<file path="src/rtl/mem_arbiter.sv">
// Two-port round-robin arbiter in front of a single-ported data memory.
// Each access takes one IDLE sample edge plus one ACCESS cycle.
module mem_arbiter #(
    parameter int unsigned ADDR_W = 8,
    parameter int unsigned DATA_W = 8
) (
    input  logic              clk,
    input  logic              reset,
    input  logic              a_req,
    input  logic              a_we,
    input  logic [ADDR_W-1:0] a_addr,
    input  logic [DATA_W-1:0] a_wdata,
    input  logic              b_req,
    input  logic              b_we,
    input  logic [ADDR_W-1:0] b_addr,
    input  logic [DATA_W-1:0] b_wdata,
    output logic              a_gnt,
    output logic              b_gnt,
    output logic              a_done,
    output logic              b_done,
    output logic [DATA_W-1:0] a_rdata,
    output logic [DATA_W-1:0] b_rdata,
    output logic [ADDR_W-1:0] mem_address,
    output logic [DATA_W-1:0] mem_write_data,
    output logic              mem_write,
    input  logic [DATA_W-1:0] mem_read_data
);

    typedef enum logic {StIdle, StAccess} state_e;

    state_e state;
    logic   last_b;
    logic   pick_b;

    // B wins if it is the only requester, or on a tie when A was served last.
    assign pick_b = b_req && (!a_req || !last_b);

    // The memory-side outputs double as the latched command registers:
    // they hold the winner's command during ACCESS and are zero in IDLE.
    always_ff @(posedge clk or posedge reset) begin
        if (reset) begin
            state          <= StIdle;
            last_b         <= 1'b1;
            a_gnt          <= 1'b0;
            b_gnt          <= 1'b0;
            a_done         <= 1'b0;
            b_done         <= 1'b0;
            a_rdata        <= '0;
            b_rdata        <= '0;
            mem_address    <= '0;
            mem_write_data <= '0;
            mem_write      <= 1'b0;
        end else begin
            unique case (state)
                StIdle: begin
                    a_done <= 1'b0;
                    b_done <= 1'b0;
                    if (a_req || b_req) begin
                        state          <= StAccess;
                        last_b         <= pick_b;
                        a_gnt          <= !pick_b;
                        b_gnt          <= pick_b;
                        mem_write      <= pick_b ? b_we : a_we;
                        mem_address    <= pick_b ? b_addr : a_addr;
                        mem_write_data <= pick_b ? b_wdata : a_wdata;
                    end
                end
                StAccess: begin
                    state          <= StIdle;
                    a_gnt          <= 1'b0;
                    b_gnt          <= 1'b0;
                    a_done         <= a_gnt;
                    b_done         <= b_gnt;
                    mem_address    <= '0;
                    mem_write_data <= '0;
                    mem_write      <= 1'b0;
                    if (!mem_write) begin
                        if (b_gnt) begin
                            b_rdata <= mem_read_data;
                        end else begin
                            a_rdata <= mem_read_data;
                        end
                    end
                end
                default: state <= StIdle;
            endcase
        end
    end

endmodule
</file>
<file path="config.mk">
export PLATFORM = sky130hd
export DESIGN_NAME = mem_arbiter
export DESIGN_NICKNAME = d
export VERILOG_FILES = /design/src/rtl/mem_arbiter.sv
export SDC_FILE = /design/constraint.sdc
export NUM_CORES = 1
export LEC_CHECK = 0
export BUFFER_PORTS_ARGS = -buffer_cell sky130_fd_sc_hd__buf_4
export CAP_MARGIN = 0
export CORE_MARGIN = 8
export CORE_UTILIZATION = 40
export DETAILED_ROUTE_END_ITERATION = 12
export PLACE_DENSITY = 0.85
export SLEW_MARGIN = 0
export SYNTH_ARGS = -nofsm -noshare
export SYNTH_HDL_FRONTEND = slang
export SYNTH_SLANG_ARGS = --single-unit
</file>
<file path="constraint.sdc">
create_clock -name clk -period 1.2 [get_ports clk]
set_input_delay 0.06 -clock clk [delete_from_list [all_inputs] [get_ports clk]]
set_output_delay 0.06 -clock clk [all_outputs]
set_load 0.01 [all_outputs]
</file>
==> metrics.txt, run 1 <==
status=complete, but fails checks; failing checks=negative setup slack; CP startpoint kind=flop; vias in the first global route=1495; top cells by count, synth=dfrtp_1 (38), and2_1 (19), a221o_1 (17), mux2_2 (16), buf_2 (3); Clk pwr share=20.1%; Avg Inst Size Synth=14.30 µm²; Worst-Skew Late Latency=280 ps; static leakage=1.405 nW; pin count of the biggest net entering global routing=40; Initial DRC Count=44; Clk Tree Root Cell=clkbuf_8; post-synth cell types=18; Fin Setup TNS=-1075 ps; post-synth top area share=60.46%; crit path max fanout=5; core area=3716 µm²; Mapped Nets=156; via density per instance=5.015; Synth area leader=dfrtp_1; worst reg-to-reg setup slack=-60 ps; Setup Viol. Count Final=27; fillers=268; Final Max Tran Viols=0; Synth warnings=0; die outline height=78.71 µm; die area=6194 µm²; sequential cell area=979.7 µm²; nets=270; Hold WC Path Type=input pin to flop; kind of critical path=flop to flop; Max Clock Freq=791.8 MHz; VDD IR max=0.0009266 V; Psw=1.173 mW; share of power burned in registers=43.2%; Worst Setup End Kind=flop; placer congestion estimate=0.7749; Area Overhead vs Synth=73.03%; clk buf depth=2; WP data arrival=1480 ps; measured slew at the worst slew-check pin=337.4 ps; Clock Pin Slew Worst Setup and Hold Paths=70 ps; diode count=0; number of flops mapped to enable cells by yosys=0; IO Count=83; IO buf count=82; Min Hold Slack=10.53 ps; drt pass-1 iters=4; DR WL/cell=17.49 µm; Synth async-reset ratio=100.0%; Register-to-Register Path Depth=4; GRT Residual Overflow=0; initial cell density of the core=42.32%; Max transition margin=77.44%; most frequent cell after synthesis=dfrtp_1; layout cell share with drive strength beyond 1=58.48%; residual DRC count=0; clk sinks=39; WL final=4.756 mm; # rows=22; period utilization=105.2%; via count=1364; antenna violations before repair=0; All-Layer GR Usage=15.53%; post-synthesis register bit count=39; required time of the critical path=1410 ps; Post-Syn Area=1573 µm²; post-synthesis sequential area ratio=62.13%; top post-synthesis cells by area=dfrtp_1 (60%), mux2_2 (11%), a221o_1 (11%); Power Internal=3.085 mW; final hold viol count=0; pwr dens=1565 nW/µm²; sw frac=27.55%; Syn Inst Count=110; Die W=78.71 µm; global-route wire length before repair=7.645 mm; Multi-input gate area=649.4 µm²; H-Tree Depth=2; DP Wirelength=3.468 mm; total CTS buffers=5; Synth Flop Type=dfrtp_1; Gate power share=36.7%; max-cap violations=0; unrepaired setup endpoints after global routing=true; CTS tree=built; Final Worst Setup Slack=-62.90 ps; fin crit period=1263 ps; Final Skew=2.837 ps; Post-DRT Antenna Nets=0; hold path cells=2
## cell families after synthesis
| family | after synthesis | share of synthesized area [%] |
|---|---|---|
| flops | 39 | 62.13 |
| simple gates | 25 | 10.50 |
| compound gates | 22 | 13.52 |
| mux | 16 | 11.46 |
| buf+inv | 8 | 2.386 |
## layer usage
metal	vias up	part of all wire, %	global-route usage, %
li1	634	-	-
met1	656	39	17.05
met2	70	50	26.10
met3	4	9.5	6.419
met4	0	1.6	6.296
met5	-	0	0
## state kept, by name (all words and copies together) (netlist names), 8 cells and up
register and flops:
a_rdata 8, b_rdata 8, mem_address 8, mem_write_data 8
## layout by cell type (no fill, tap or decap)
master         count
a211oi_4           1
a21o_1             2
a221o_1           17
and2_1            15
and2_4             4
buf_12             3
buf_4             89
buf_6              4
clkbuf_8           6
clkinv_2           1
dfrtp_1           36
dfrtp_2            2
dfstp_2            1
dlygate4sd3_1     16
inv_1              2
inv_2              1
mux2_4            16
nand2b_1           1
nand2b_4           1
nor2_1             2
nor3_4             2
o211a_1            1
o21ai_0            1
## worst max-delay path: stages, from the launching register on
cell	delay, ps
dfrtp_2	440
buf_12	140
a211oi_4	290
buf_4	190
a221o_1	140
## power groups by stage
stage / clock, mW / sequential [mW] / combinational (mW)
2_1_floorplan: 0 / 1.98 / 0.436
3_3_place_gp: 0 / 1.84 / 1.35
3_5_place_dp: 0 / 1.85 / 1.39
4_1_cts: 0.888 / 1.83 / 1.51
5_1_grt: 0.938 / 1.88 / 1.68
6_report: 0.855 / 1.84 / 1.56
## path summary, 6_finish.rpt
kind	end	startpoint
setup reg to reg	mem_write_data[3]	state
setup / recovery	mem_write_data[3]	state
min in group asynchronous	a_rdata[6]	reset
hold reg to reg	b_rdata[3]	b_rdata[3]
hold / removal	mem_write	a_we
max in group asynchronous	last_b	reset
## cell type report
type	count	area share (%)
clock buffer	6	3.034
clock inverter	1	0.1839
inverter	3	0.4138
multi-input combinational	63	23.86
sequential	39	36.00
tap	48	2.207
timing repair buffer	112	34.30
## stage by stage
stage / power, mW / instances / worst slack, ps / utilization, % / instance area, µm²
6_report: 4.259 / 272 / -62.90 / 73.23 / 2721
5_1_grt: 4.495 / 272 / -114.3 / 73.23 / 2721
4_1_cts: 4.228 / 271 / -56.15 / 71.89 / 2671
3_5_place_dp: 3.236 / 248 / -85.91 / 64.34 / 2391
3_3_place_gp: 3.191 / 248 / -60.49 / 64.34 / 2391
2_1_floorplan: 2.416 / 110 / -63.46 / - / 1613
## what timing repair did
action	in CTS	in global routing
setup buffers	1	0
gates cloned	0	1
hold buffers	16	0
endpoints found under the hold margin	49	0
pin swaps	6	3
gates resized for setup	11	13
setup endpoints to repair	34	35
No activity file was read; power rests on OpenSTA's default activity.
==> run 2: changes to the inputs <==
Settings changed: CORE_UTILIZATION 40 to 35, MAX_ROUTING_LAYER from default to met4, PLACE_DENSITY 0.85 to 0.75.
Clock period 1.2 ns to 1.5 ns, I/O delays scaled along.
==> metrics.txt, run 2 (same netlist as run 1, synthesis figures left out) <==
Post-CTS Setup Repair Bufs=0; max-cap violations=0; WP data arrival=1570 ps; layout cell share with drive strength beyond 1=58.05%; clk sinks=39; IO buf count=82; via density per instance=4.903; Initial DRC Count=33; required time of the critical path=1680 ps; pwr dens=1314 nW/µm²; static leakage=1.211 nW; Area Overhead vs Synth=52.19%; Max Clock Freq=716.2 MHz; most common cell after layout, fill and taps aside=buf_4; Worst Setup End Kind=flop; sw frac=28.81%; Clock Pin Slew Worst Setup and Hold Paths=80 ps; VDD IR max=0.0004132 V; IO Count=83; Clk pwr share=21.3%; fin crit period=1396 ps; diode count=0; All-Layer GR Usage=12.83%; Die W=83.04 µm; core area=4354 µm²; # rows=24; most frequent cells in the layout=buf_4 (89), dfrtp_1 (38), and2_1 (19); DR WL/cell=16.58 µm; pin count of the biggest net entering global routing=40; Fin Setup TNS=0 ps; final hold viol count=0; Setup Viol. Count Final=0; measured slew at the worst slew-check pin=477.7 ps; via count=1260; period utilization=93.08%; WL final=4.262 mm; placement-stage cell area=2280 µm²; initial cell density of the core=36.12%; Psw=0.9057 mW; crit path max fanout=8; pre-CTS WS=92.45 ps; Power Internal=2.238 mW; drt pass-1 iters=4; Final Worst Setup Slack=103.8 ps; Post-DRT Antenna Nets=0; Max transition margin=68.16%; antenna violations before repair=0; DP Wirelength=3.232 mm; unrepaired setup endpoints after global routing=false; Pwr Total=3.144 mW; kind of critical path=flop to flop; Gate power share=32.5%; Hold WC Path Type=input pin to flop; die outline height=83.04 µm; GRT Residual Overflow=0; share of power burned in registers=46.2%; post-route cell area=2394 µm²; H-Tree Depth=2; total CTS buffers=5; Final Skew=6.857 ps; CTS tree=built; global-route wire length before repair=7.107 mm; vias in the first global route=1389; fillers=382; clk buf depth=2; CP startpoint kind=flop; Worst-Skew Late Latency=290 ps; Clk Tree Root Cell=clkbuf_8; nets=250; Final Max Tran Viols=0; status=finished clean; die area=6895 µm²; residual DRC count=0; placer congestion estimate=0.6906
## run 2: cell types whose count changed in the layout (fill, tap and decap cells not counted), sizes merged
| cell | previous run | this run |
|---|---|---|
| dlygate4sd3 | 16 | 3 |
| clkbuf | 6 | 5 |
| buf | 96 | 89 |
| clkinv | 1 | 3 |
## run 2: worst paths after layout
check | slack, ps | startpoint | cells past startpoint | endpoint
max | 100 | b_gnt | 3 | b_rdata[0]
min | 9 | a_wdata[1] | 2 | mem_write_data[1]
max reg2reg | 100 | b_gnt | 3 | b_rdata[0]
min reg2reg | 500 | last_b | 2 | last_b
max in group asynchronous | 670 | reset | 4 | last_b
min in group asynchronous | 470 | reset | 4 | b_rdata[3]
## run 2: power by group through the flow
stage,logic [mW],registers (mW),clock network [mW]
floorplan,0.325,1.58,0
CTS,1.04,1.45,0.692
global route,1.11,1.49,0.738
global placement,1.02,1.46,0
finish,1.02,1.45,0.671
detailed placement,1.04,1.47,0
## run 2: layout make-up
| cell class | instances | area (µm²) | share of cell area, % |
|---|---|---|---|
| timing repair buffer | 92 | 698.2 | 29.17 |
| sequential | 39 | 977.2 | 40.83 |
| clock buffer | 5 | 68.82 | 2.875 |
| multi-input combinational | 63 | 558.0 | 23.31 |
| clock inverter | 3 | 15.01 | 0.6273 |
| tap | 52 | 65.06 | 2.718 |
| inverter | 3 | 11.26 | 0.4705 |
## run 2: metal layers
metal	up-vias	track usage, %	routed length (µm)	share of wire, %
li1	595	-	-	-
met1	609	16.45	1977	46
met2	53	19.24	2008	47
met3	3	4.395	242	5.7
met4	0	2.396	34	0.80
met5	-	-	0	0
## run 2: what timing repair did
| item | in CTS | in global routing |
|---|---|---|
| hold buffers | 1 | 2 |
| setup endpoints to repair | 0 | 3 |
| endpoints found under the hold margin | 38 | 1 |
| gates resized for setup | 0 | 1 |
## run 2: through the flow
stage	hold slack [ps]	std cells	util, %
final	9.071	257	54.97
after global routing	6.067	257	54.97
after CTS	2.624	255	54.51
after detailed placement	236.9	246	52.36
after global placement	226.5	246	52.36
after floorplan	206.8	110	-
## run 2: critical path, cell delays in order, from the launching register on
cell and delay (ps):
dfrtp_1 430, and2_1 170, nand2b_1 300, mux2_2 390
==> run 3: changes to the inputs <==
Settings changed: CORE_UTILIZATION 35 to 44, GPL_ROUTABILITY_DRIVEN from default to 0, PLACE_DENSITY 0.75 to 0.88.
==> metrics.txt, run 3 (same netlist as run 1, synthesis figures left out) <==
most common cell after layout, fill and taps aside=buf_4; die area=5743 µm²; via count=1449; total CTS buffers=5; initial cell density of the core=46.40%; GRT Residual Overflow=0; Power Internal=2.374 mW; Register-to-Register Path Depth=3; status=finished clean; worst-path cell chain=inv_2 -> nor3_4 -> mux2_2; DR WL/cell=17.97 µm; Setup Viol. Count Final=0; DP Wirelength=3.328 mm; diode count=0; Psw=0.9377 mW; Clk Tree Root Cell=clkbuf_4; sequential cell area=977.2 µm²; clk buf depth=2; pwr dens=1192 nW/µm²; Core Util, Final=81.99%; layout cell share with drive strength beyond 1=48.15%; Gate power share=33.7%; drt pass-1 iters=4; share of power burned in registers=44.3%; Final Max Tran Viols=0; most frequent cells in the layout=buf_4 (86), dlygate4sd3_1 (44), dfrtp_1 (38); IO buf count=82; max-cap violations=0; Clk pwr share=22.1%; fillers=189; hold path cells=3; die outline height=75.79 µm; nets=288; antenna violations before repair=0; Max stage delay on crit path=490 ps; Die W=75.79 µm; core area=3390 µm²; Post-CTS Setup Repair Bufs=0; Post-DRT Antenna Nets=0; global-route wire length before repair=8.259 mm; CTS tree=built; vias in the first global route=1679; Final Skew=5.112 ps; sw frac=28.32%; via density per instance=5.014; All-Layer GR Usage=19.90%; Multi-input gate area=560.5 µm²; pin count of the biggest net entering global routing=40; critical path's top delay family=flip-flops; worst path buffer plus inverter count=1; static leakage=1.368 nW; Stages on worst setup path=3; Initial DRC Count=54; WL final=5.194 mm; clk sinks=39; Hold WC Path Type=input pin to flop; Area Overhead vs Synth=76.69%; Worst Setup End Kind=flop; H-Tree Depth=2; Max Clock Freq=712.4 MHz; period utilization=93.58%; # rows=21; fin crit period=1404 ps; Crit-path slowest cell=dfrtp_1; kind of critical path=flop to flop; IO Count=83; Fin Setup TNS=0 ps; Min Hold Slack=13.79 ps; VDD IR max=0.0006977 V; Worst-Skew Late Latency=340 ps; residual DRC count=0; measured slew at the worst slew-check pin=475.1 ps; WP data arrival=1640 ps; CP startpoint kind=flop; final hold viol count=0; required time of the critical path=1740 ps; crit path max fanout=8; Clock Pin Slew Worst Setup and Hold Paths=110 ps; Max transition margin=68.33%; unrepaired setup endpoints after global routing=false
-- run 3: repair_timing --
action,CTS,global route
setup endpoints to repair,0,17
resized for setup,0,2
endpoints found under the hold margin,72,0
hold buffers,44,0
-- run 3: layout make-up --
type | count | area share, %
Timing Repair Buffer | 130 | 39.08
Inverter | 3 | 0.4052
Clock buffer | 6 | 1.846
Multi-Input combinational cell | 63 | 20.17
Sequential cell | 39 | 35.16
Tap cell | 46 | 2.071
Clock inverter | 2 | 1.261
-- run 3: stage by stage --
stage	setup slack (ps)	instances	instance area, µm²	total power [mW]
CTS	27.34	289	2776	3.325
global route	22.45	289	2779	3.486
detailed placement	39.68	237	2250	2.509
floorplan	172.9	110	1573	1.902
finish	96.24	289	2779	3.311
global placement	111.0	237	2250	2.450
-- run 3: power by group through the flow --
stage          sequential (mW)  clock (mW)  combinational, mW
2_1_floorplan             1.58           0              0.325
3_3_place_gp              1.46           0              0.987
3_5_place_dp              1.48           0               1.03
4_1_cts                   1.46       0.745               1.12
5_1_grt                   1.50       0.784               1.20
6_report                  1.47       0.731               1.11
-- run 3: final timing paths --
| path | startpoint | slack (ps) | endpoint |
|---|---|---|---|
| min in group asynchronous | reset | 420 | mem_write_data[1] |
| max | state | 100 | a_rdata[3] |
| max in group asynchronous | reset | 720 | last_b |
| min reg2reg | b_rdata[0] | 520 | b_rdata[0] |
| max reg2reg | state | 100 | a_rdata[3] |
| min | a_req | 10 | state |
-- run 3: worst min-delay path: cells and delay by family --
kind                   cells  cell delay, ps
and+or+nand+nor            2             140
buffers and inverters      1             110
-- run 3: metal layers --
layer / share of wire [%] / track usage, % / vias to the layer above
li1: - / - / 666
met1: 36 / 19.81 / 702
met2: 53 / 35.55 / 66
met3: 7.8 / 4.211 / 15
met4: 3.1 / 10.45 / 0
met5: 0 / - / -
